### src/rtl/wddl_pipe_reg_pkg.sv
// Shared dual-rail encodings and the per-pair legality check for the WDDL register pipeline.
// Rail pairs are written {t, f}.
package wddl_pipe_reg_pkg;

    localparam logic [1:0] WDDL_PRE  = 2'b00;
    localparam logic [1:0] WDDL_ONE  = 2'b10;
    localparam logic [1:0] WDDL_ZERO = 2'b01;
    localparam logic [1:0] WDDL_ILL  = 2'b11;

    function automatic logic wddl_pair_legal(input logic [1:0] pair);
        logic ok;
        ok = 1'b0;
        case (pair)
            WDDL_ONE, WDDL_ZERO: ok = 1'b1;
            WDDL_PRE, WDDL_ILL:  ok = 1'b0;
            default:             ok = 1'b0;
        endcase
        return ok;
    endfunction

endpackage

### src/rtl/wddl_pipe_reg_dr_stage.sv
// One WIDTH-wide dual-rail register stage with its token valid bit.
// The stage loads on ld_i and otherwise holds. Reset returns both rails to precharge.
module wddl_dr_stage #(
    parameter int unsigned WIDTH = 8
) (
    input  logic             clk,
    input  logic             rst_n,
    input  logic             ld_i,
    input  logic [WIDTH-1:0] d_t_i,
    input  logic [WIDTH-1:0] d_f_i,
    input  logic             vld_i,
    output logic [WIDTH-1:0] q_t_o,
    output logic [WIDTH-1:0] q_f_o,
    output logic             vld_o
);

    logic [WIDTH-1:0] t_q, t_d;
    logic [WIDTH-1:0] f_q, f_d;
    logic             vld_q, vld_d;

    always_comb begin
        t_d   = t_q;
        f_d   = f_q;
        vld_d = vld_q;
        if (ld_i) begin
            t_d   = d_t_i;
            f_d   = d_f_i;
            vld_d = vld_i;
        end
    end

    always_ff @(posedge clk or negedge rst_n) begin
        if (!rst_n) begin
            t_q   <= '0;
            f_q   <= '0;
            vld_q <= 1'b0;
        end else begin
            t_q   <= t_d;
            f_q   <= f_d;
            vld_q <= vld_d;
        end
    end

    assign q_t_o = t_q;
    assign q_f_o = f_q;
    assign vld_o = vld_q;

endmodule

### src/rtl/wddl_pipe_reg.sv
// WDDL dual-rail register pipeline with capture enable, input code checking,
// a sticky error flag, and a saturating error counter. Outputs precharge to 00.
module wddl_pipe_reg
    import wddl_pipe_reg_pkg::*;
#(
    parameter int unsigned WIDTH = 8,
    parameter int unsigned DEPTH = 2,
    parameter int unsigned CNT_W = 4
) (
    input  logic             clk,
    input  logic             rst_n,
    input  logic             prechrg_i,
    input  logic             en_i,
    input  logic [WIDTH-1:0] d_t_i,
    input  logic [WIDTH-1:0] d_f_i,
    input  logic             err_clr_i,
    output logic [WIDTH-1:0] q_t_o,
    output logic [WIDTH-1:0] q_f_o,
    output logic             valid_o,
    output logic             err_o,
    output logic [CNT_W-1:0] err_cnt_o
);

    localparam logic [CNT_W-1:0] CNT_MAX = '1;

    logic             cap;
    logic             word_legal;
    logic [WIDTH-1:0] in_t;
    logic [WIDTH-1:0] in_f;

    logic [WIDTH-1:0] st_t [DEPTH];
    logic [WIDTH-1:0] st_f [DEPTH];
    logic             st_v [DEPTH];

    logic             err_q, err_d;
    logic [CNT_W-1:0] cnt_q, cnt_d;

    assign cap = ~prechrg_i & en_i;

    // An illegal word is squashed to precharge so it can never leak as data downstream.
    always_comb begin
        word_legal = 1'b1;
        for (int unsigned i = 0; i < WIDTH; i++) begin
            word_legal = word_legal & wddl_pair_legal({d_t_i[i], d_f_i[i]});
        end
        in_t = word_legal ? d_t_i : '0;
        in_f = word_legal ? d_f_i : '0;
    end

    for (genvar g = 0; g < DEPTH; g++) begin : g_stage
        if (g == 0) begin : g_head
            wddl_dr_stage #(.WIDTH(WIDTH)) u_stage (
                .clk   (clk),
                .rst_n (rst_n),
                .ld_i  (cap),
                .d_t_i (in_t),
                .d_f_i (in_f),
                .vld_i (word_legal),
                .q_t_o (st_t[g]),
                .q_f_o (st_f[g]),
                .vld_o (st_v[g])
            );
        end else begin : g_body
            wddl_dr_stage #(.WIDTH(WIDTH)) u_stage (
                .clk   (clk),
                .rst_n (rst_n),
                .ld_i  (cap),
                .d_t_i (st_t[g-1]),
                .d_f_i (st_f[g-1]),
                .vld_i (st_v[g-1]),
                .q_t_o (st_t[g]),
                .q_f_o (st_f[g]),
                .vld_o (st_v[g])
            );
        end
    end

    // Clear is applied first so a same-cycle illegal capture restarts the count at 1.
    always_comb begin
        err_d = err_q;
        cnt_d = cnt_q;
        if (err_clr_i) begin
            err_d = 1'b0;
            cnt_d = '0;
        end
        if (cap && !word_legal) begin
            err_d = 1'b1;
            if (cnt_d != CNT_MAX) begin
                cnt_d = cnt_d + CNT_W'(1);
            end
        end
    end

    always_ff @(posedge clk or negedge rst_n) begin
        if (!rst_n) begin
            err_q <= 1'b0;
            cnt_q <= '0;
        end else begin
            err_q <= err_d;
            cnt_q <= cnt_d;
        end
    end

    assign q_t_o     = st_t[DEPTH-1] & {WIDTH{~prechrg_i}};
    assign q_f_o     = st_f[DEPTH-1] & {WIDTH{~prechrg_i}};
    assign valid_o   = st_v[DEPTH-1] & ~prechrg_i;
    assign err_o     = err_q;
    assign err_cnt_o = cnt_q;

endmodule

### config.mk
export PLATFORM = sky130hd
export DESIGN_NAME = wddl_pipe_reg
export DESIGN_NICKNAME = d
export VERILOG_FILES = /design/src/rtl/wddl_pipe_reg_pkg.sv /design/src/rtl/wddl_pipe_reg_dr_stage.sv /design/src/rtl/wddl_pipe_reg.sv
export SDC_FILE = /design/constraint.sdc
export NUM_CORES = 1
export LEC_CHECK = 0
export CORE_MARGIN = 2
export CORE_UTILIZATION = 50
export CTS_BUF_LIST = sky130_fd_sc_hd__clkbuf_8
export DETAILED_ROUTE_END_ITERATION = 10
export DONT_BUFFER_PORTS = 1
export GPL_TIMING_DRIVEN = 0
export MAX_ROUTING_LAYER = met4
export PLACE_DENSITY = 0.66
export REMOVE_ABC_BUFFERS = 1
export SLEW_MARGIN = 40
export SYNTH_ARGS = -nofsm -noshare
export SYNTH_HDL_FRONTEND = slang
export SYNTH_SLANG_ARGS = --single-unit
### constraint.sdc
create_clock -name clk -period 3.2 [get_ports clk]
set_clock_uncertainty 0.1 [all_clocks]
set_input_delay 0.64 -clock clk [delete_from_list [all_inputs] [get_ports clk]]
set_output_delay 0.64 -clock clk [all_outputs]
set_load 0.005 [all_outputs]
== Yosys cells after proc, flatten, opt, wreduce, memory -nomap -nowiden ==
Index checks and enable logic that the tools add are counted.
Word-level totals
  input port bits: 21
  flip-flop bits (word level): 39
  memory bits (writable): 0
  word-level logic and storage cells: 88
  latch bits: 0
  output and inout bits: 22
  memories kept: 0
  ROM bits: 0
Operators by class
  multiplexer cells: 15
  add/subtract/negate cells: 1
  shift operators: 0
  bitwise gates (word level): 12
  reduce and logical (&&, ||, !) cells: 27
  equality and inequality tests: 25
  order comparisons: 0
  multipliers: 0
  div/mod/pow operators: 0
Operator list (number)
  == test 2 bit, second input constant: 16
  OR reduction 2 bit: 16
  AND 8 bit: 2
  == test 2 x 1 -> 1 bit, second input constant: 8
  logical NOT 2 bit: 8
  two-way mux 8 bit: 2
  case mux 1 bit (2 select lines): 8
  two-way mux 4 bit: 3
  AND 1 bit: 9
  adder 4 x 1 -> 4 bit, second input constant: 1
  inequality test 4 bit, second input constant: 1
  two-way mux 1 bit: 2
  nonzero test 2 bit: 1
  logical AND 1 bit: 1
  logical NOT 1 bit: 1
  inverter 1 bit: 1

== Longest topological paths before layout ==
  depth in word-level cells: 13
  mapped depth: 6
  gate-level depth less buffers: 5

== Modules after synthesis ==
From an unflattened synthesis, not the netlist that was laid out.
Second synthesis, totals
  cell total of the unflattened synthesis: 149
  area total of the unflattened synthesis: 2009.4 um2
By module, submodules not included
  wddl_dr_stage: seq. area each 425.4 um2, cells an instance 36, area an instance 685.7 um2, times used 2
  wddl_pipe_reg: seq. area each 125.1 um2, cells an instance 77, area an instance 638.1 um2, times used 1

== Worst setup path before layout ==
No wires, ideal clock.
  kind: input to register
  start point: in d_t_i[0]
  end point: reg cnt_q[1] (netlist: err_cnt_o[1])
  cell stages on the path: 5
  slack: 1323 ps
  arrival: 1650 ps
  data required time: 2972 ps
  setup time: 128 ps
  path buffers: 0
  cell sequence: xnor2_1 > nor4_4 > nand2_4 > o211ai_2 > mux2_1
Between the ends
  longest elaborated chain between the ends: 13
  elaborated cells on any way between the ends: 17
RTL lines
  from (decl): line wddl_pipe_reg.sv:14  | input logic [WIDTH-1:0] d_t_i,
  == test 2 bit, or another cell as far along: line wddl_pipe_reg_pkg.sv:13  | case (pair)
  OR reduction 2 bit: line wddl_pipe_reg_pkg.sv:13
  case mux 1 bit (2 select lines) *: line wddl_pipe_reg_pkg.sv:13
  AND 1 bit * (7 in a row): line wddl_pipe_reg.sv:44  | word_legal = word_legal & wddl_pair_legal({d_t_i[i], d_f_i[i]});
  logical NOT 1 bit *: line wddl_pipe_reg.sv:86  | if (cap && !word_legal) begin
  logical AND 1 bit *: line wddl_pipe_reg.sv:86
  two-way mux 4 bit *: line wddl_pipe_reg.sv:86
  named net cnt_d[1]: line wddl_pipe_reg.sv:36  | logic [CNT_W-1:0] cnt_q, cnt_d;
  to (signal assigned): line wddl_pipe_reg.sv:100  | cnt_q <= cnt_d;
  to (decl): line wddl_pipe_reg.sv:36
Mark *: on every way through the listed nets, which the timed path passes. The rest lies on a longest branch.
A chain may end at the register's enable or synchronous reset.

== Worst setup path in the final report ==
  start point: reg cnt_q[0] (netlist: err_cnt_o[0])
  end point: reg cnt_q[1] (netlist: err_cnt_o[1])
Between the ends
  longest elaborated chain between the ends: 4
  elaborated cells on any way between the ends: 5
RTL lines
  two-way mux 4 bit *: line wddl_pipe_reg.sv:82  | if (err_clr_i) begin
  adder 4 x 1 -> 4 bit / inequality test 4 bit (equally long branches): line wddl_pipe_reg.sv:89, wddl_pipe_reg.sv:88
  two-way mux 4 bit *: line wddl_pipe_reg.sv:88  | if (cnt_d != CNT_MAX) begin
  two-way mux 4 bit *: line wddl_pipe_reg.sv:86
  named net cnt_d[1]: line wddl_pipe_reg.sv:36
Marks and branches as above.

==> qor.txt <==
post-synthesis compound-gate area fraction = 0.09772
fin. max-slew vios = 0
TritonCTS Sinks = 39
vias = 1123
Worst setup EP type = register
DP Wirelength = 2155 um
Port-buffer cells = 0
RSZ-0062 raised after global routing = false
WP data required = 3.27 ns
Filler Cell Count = 319
Setup Fix Bufs, Post-CTS = 0
die width = 63.23 um
CTS tree = done
placed insts = 203
fraction of layout cells with a size suffix above 1 = 0.09036
GR Util All Layers = 0.1862
TNS Setup = 0 ns
Syn Inst Count = 165
DR vias/cell = 5.297
CP max stage delay = 0.39 ns
DRC = 0
DRT Pass-1 Iters = 4
worst skew pair latency = 0.29 ns
area fraction of the dominant cell type after synthesis = 0.5563
flop2flop setup slack = 1.51 ns
Initial Utilization = 0.5216
first-pass GRT wire length = 5644 um
crit path DAT = 1.76 ns
routed len/inst = 15.22 um
Final Hold Vio Count = 0
flops & latches, synth = 39
Ant. Diodes = 0
clock root cell = clkbuf_8
area growth from synthesis to layout = 8.060%
WL final = 3226 um
Routed Antenna Nets = 0
met3 routed wirelength = 200 um
Crit Path Category = reg -> reg
Worst Setup SP = err_cnt_o[0]
worst path cell trace = nor2b_1 -> ha_1 -> nand2_1 -> o211ai_2 -> mux2_1
yosys warns = 0
maximum capacitance violations = 0
Max-slew headroom = 0.5044
Avg Inst Size Synth = 10.63 um^2
final core utilization = 0.5636
largest family of logic cells by synthesized area = simple AND/OR/NAND/NOR gates
die height = 63.23 um
Yosys top cell by area = dfrtp_1
global placer's final weighted congestion = 0.7830
H-Tree Level Count = 2
xor and xnor fraction of the mapped netlist area = 0.04494
PD cells = 481.7 nW/um^2
Synth Cell Area = 1754 um^2
total power = 0.0009131 W
die area = 3998 um^2
vias in the first global route = 1223
part of the cycle the worst path needs = 0.5276
met1 wire length = 1386 um
outcome = complete, no violations
final net count = 187
total CTS buffers = 5
Synth Area in Adders = 0.007133
multiplexer area fraction after synthesis = 0.01213
startpoint types = register
CP max-delay cell = dfrtp_1
final-report setup violation count = 0
Seq/Total Area, Yosys = 0.5563
RR Endpoint = err_cnt_o[1]
Worst Path Max Fanout = 3
Reg2Reg Depth = 5
leak pwr = 0.9795 nW
FP Rows = 21
clk buf depth = 2
Unique masters post-synth = 27
DR WL met2 = 1613 um
family with the most delay on the worst path = flip-flops
Synth area leaders = dfrtp_1 56%, nand2_1 12%, a22o_1 8.0%, nor2b_1 7.1%, xnor2_1 4.5%
core box area = 3363 um^2
maximum VDD drop = 0.2437 mV
initial antenna violation count = 0
clock-pin slew on the worst setup and hold paths = 0.07 ns
RR Startpoint = err_cnt_o[0]
largest net degree at the start of global routing = 40
Post-Synth Simple-Gate Area = 0.2532
starting DRC count in detailed routing = 35
Post-Layout Cell Count = 212
Slew @ Worst Pin = 0.7435 ns
Worst Hold Class = in -> async
minimum clock period = 1.688 ns
Remaining Overflow, GRT = 0
CP Buf/Inv Count = 0
Fmax achieved = 0.5923 GHz
I/O pins = 43
DR top layer = met4
cells in the mapped netlist:
cell	count
a31oi_1	1
nor4_4	2
nor2b_1	20
mux2_1	1
nor2_8	1
buf_4	1
o211ai_2	1
nand2_4	1
clkbuf_1	4
nor3_1	1
nor2_1	1
nor4bb_1	1
xnor2_1	9
ha_1	1
buf_1	1
dfrtp_1	39
inv_1	1
mux2i_1	1
nand3_1	1
buf_8	1
and3_1	1
buf_2	1
nand2_1	54
a22o_1	16
nand2b_1	2
a21o_1	1
o21ai_1	1
placed cells by master, fill, tap and decap left out, drive strengths merged:
cell	count
nor3	1
a22o	16
buf	1
nand2b	2
mux2	1
nor2b	20
a21o	1
o211ai	1
dfrtp	39
nor4	2
xnor2	9
o21ai	1
nand3	1
clkbuf	7
mux2i	1
ha	1
nand2	55
a31oi	1
nor4bb	1
nor2	2
inv	2
and3	1
sequential cells by signal, summed over array words and instances, names as in the netlist:
name,count
g_stage.g_head.u_stage.q_f_o,8
g_stage.g_head.u_stage.q_t_o,8
g_stage.g_body.u_stage.q_f_o,8
g_stage.g_body.u_stage.q_t_o,8
err_cnt_o,4
err_o,1
g_stage.g_head.u_stage.vld_o,1
g_stage.g_body.u_stage.vld_o,1
per-stage QoR:
step	worst slack, ns	area, um^2	hold WS, ns
floorplan	0.9842	1708	0.2444
finish	1.512	1896	0.08347
global placement	0.5065	1765	0.2455
detailed placement	1.233	1775	0.2454
global route	1.395	1896	0.09265
CTS	1.498	1896	0.08624
how the worst max path moves through the flow:
stage	endpoint	slack (ns)	cells after the start
finish	err_cnt_o[1]	1.51	5
detailed placement	err_cnt_o[1]	1.23	5
CTS	err_cnt_o[1]	1.50	5
global placement	err_cnt_o[1]	0.51	3
global route	err_cnt_o[1]	1.40	5
floorplan	err_cnt_o[1]	0.98	3
layer usage:
metal / vias up / track usage
li1: 541 / -
met1: 544 / 0.2261
met2: 34 / 0.2979
met3: 4 / 0.05714
met4: 0 / 0.06250
met5: - / -
what timing repair did:
item / in CTS / in global routing
hold buffers: 1 / 0
resized for setup: 0 / 0
endpoints found under the hold margin: 39 / 0
report_power, final:
group          switching (W)   total, W  internal [W]
clock               0.000162   0.000356      0.000193
sequential        0.00000434   0.000503      0.000498
combinational      0.0000350  0.0000545     0.0000195
kinds of logic (layout without fill, tap and decap cells):
kind of cell               count (synthesis)  after routing
and+or+nand+nor                           85             85
buffers and inverters                      9             10
xor gates and xnor gates                   9              9
muxes                                      2              2
adders and majority gates                  1              1
DFF                                       39             39
AOI/OAI and AO/OA                         20             20
worst register-to-register path, stage by stage, from the launching register on:
cell and delay, ns:
dfrtp_1 0.39, nor2b_1 0.25, ha_1 0.24, nand2_1 0.08
o211ai_2 0.18, mux2_1 0.34
area by class of cell:
class,instances,area [um^2],area share
well taps,46,57.56,0.03036
inverters,1,3.754,0.001980
clock inverters,1,3.754,0.001980
clock buffers,7,96.34,0.05083
multi-input cells,117,738.2,0.3894
repair buffers,1,20.02,0.01056
flip-flops and latches,39,975.9,0.5149
Note: power is estimated with default switching activity, not from simulation.
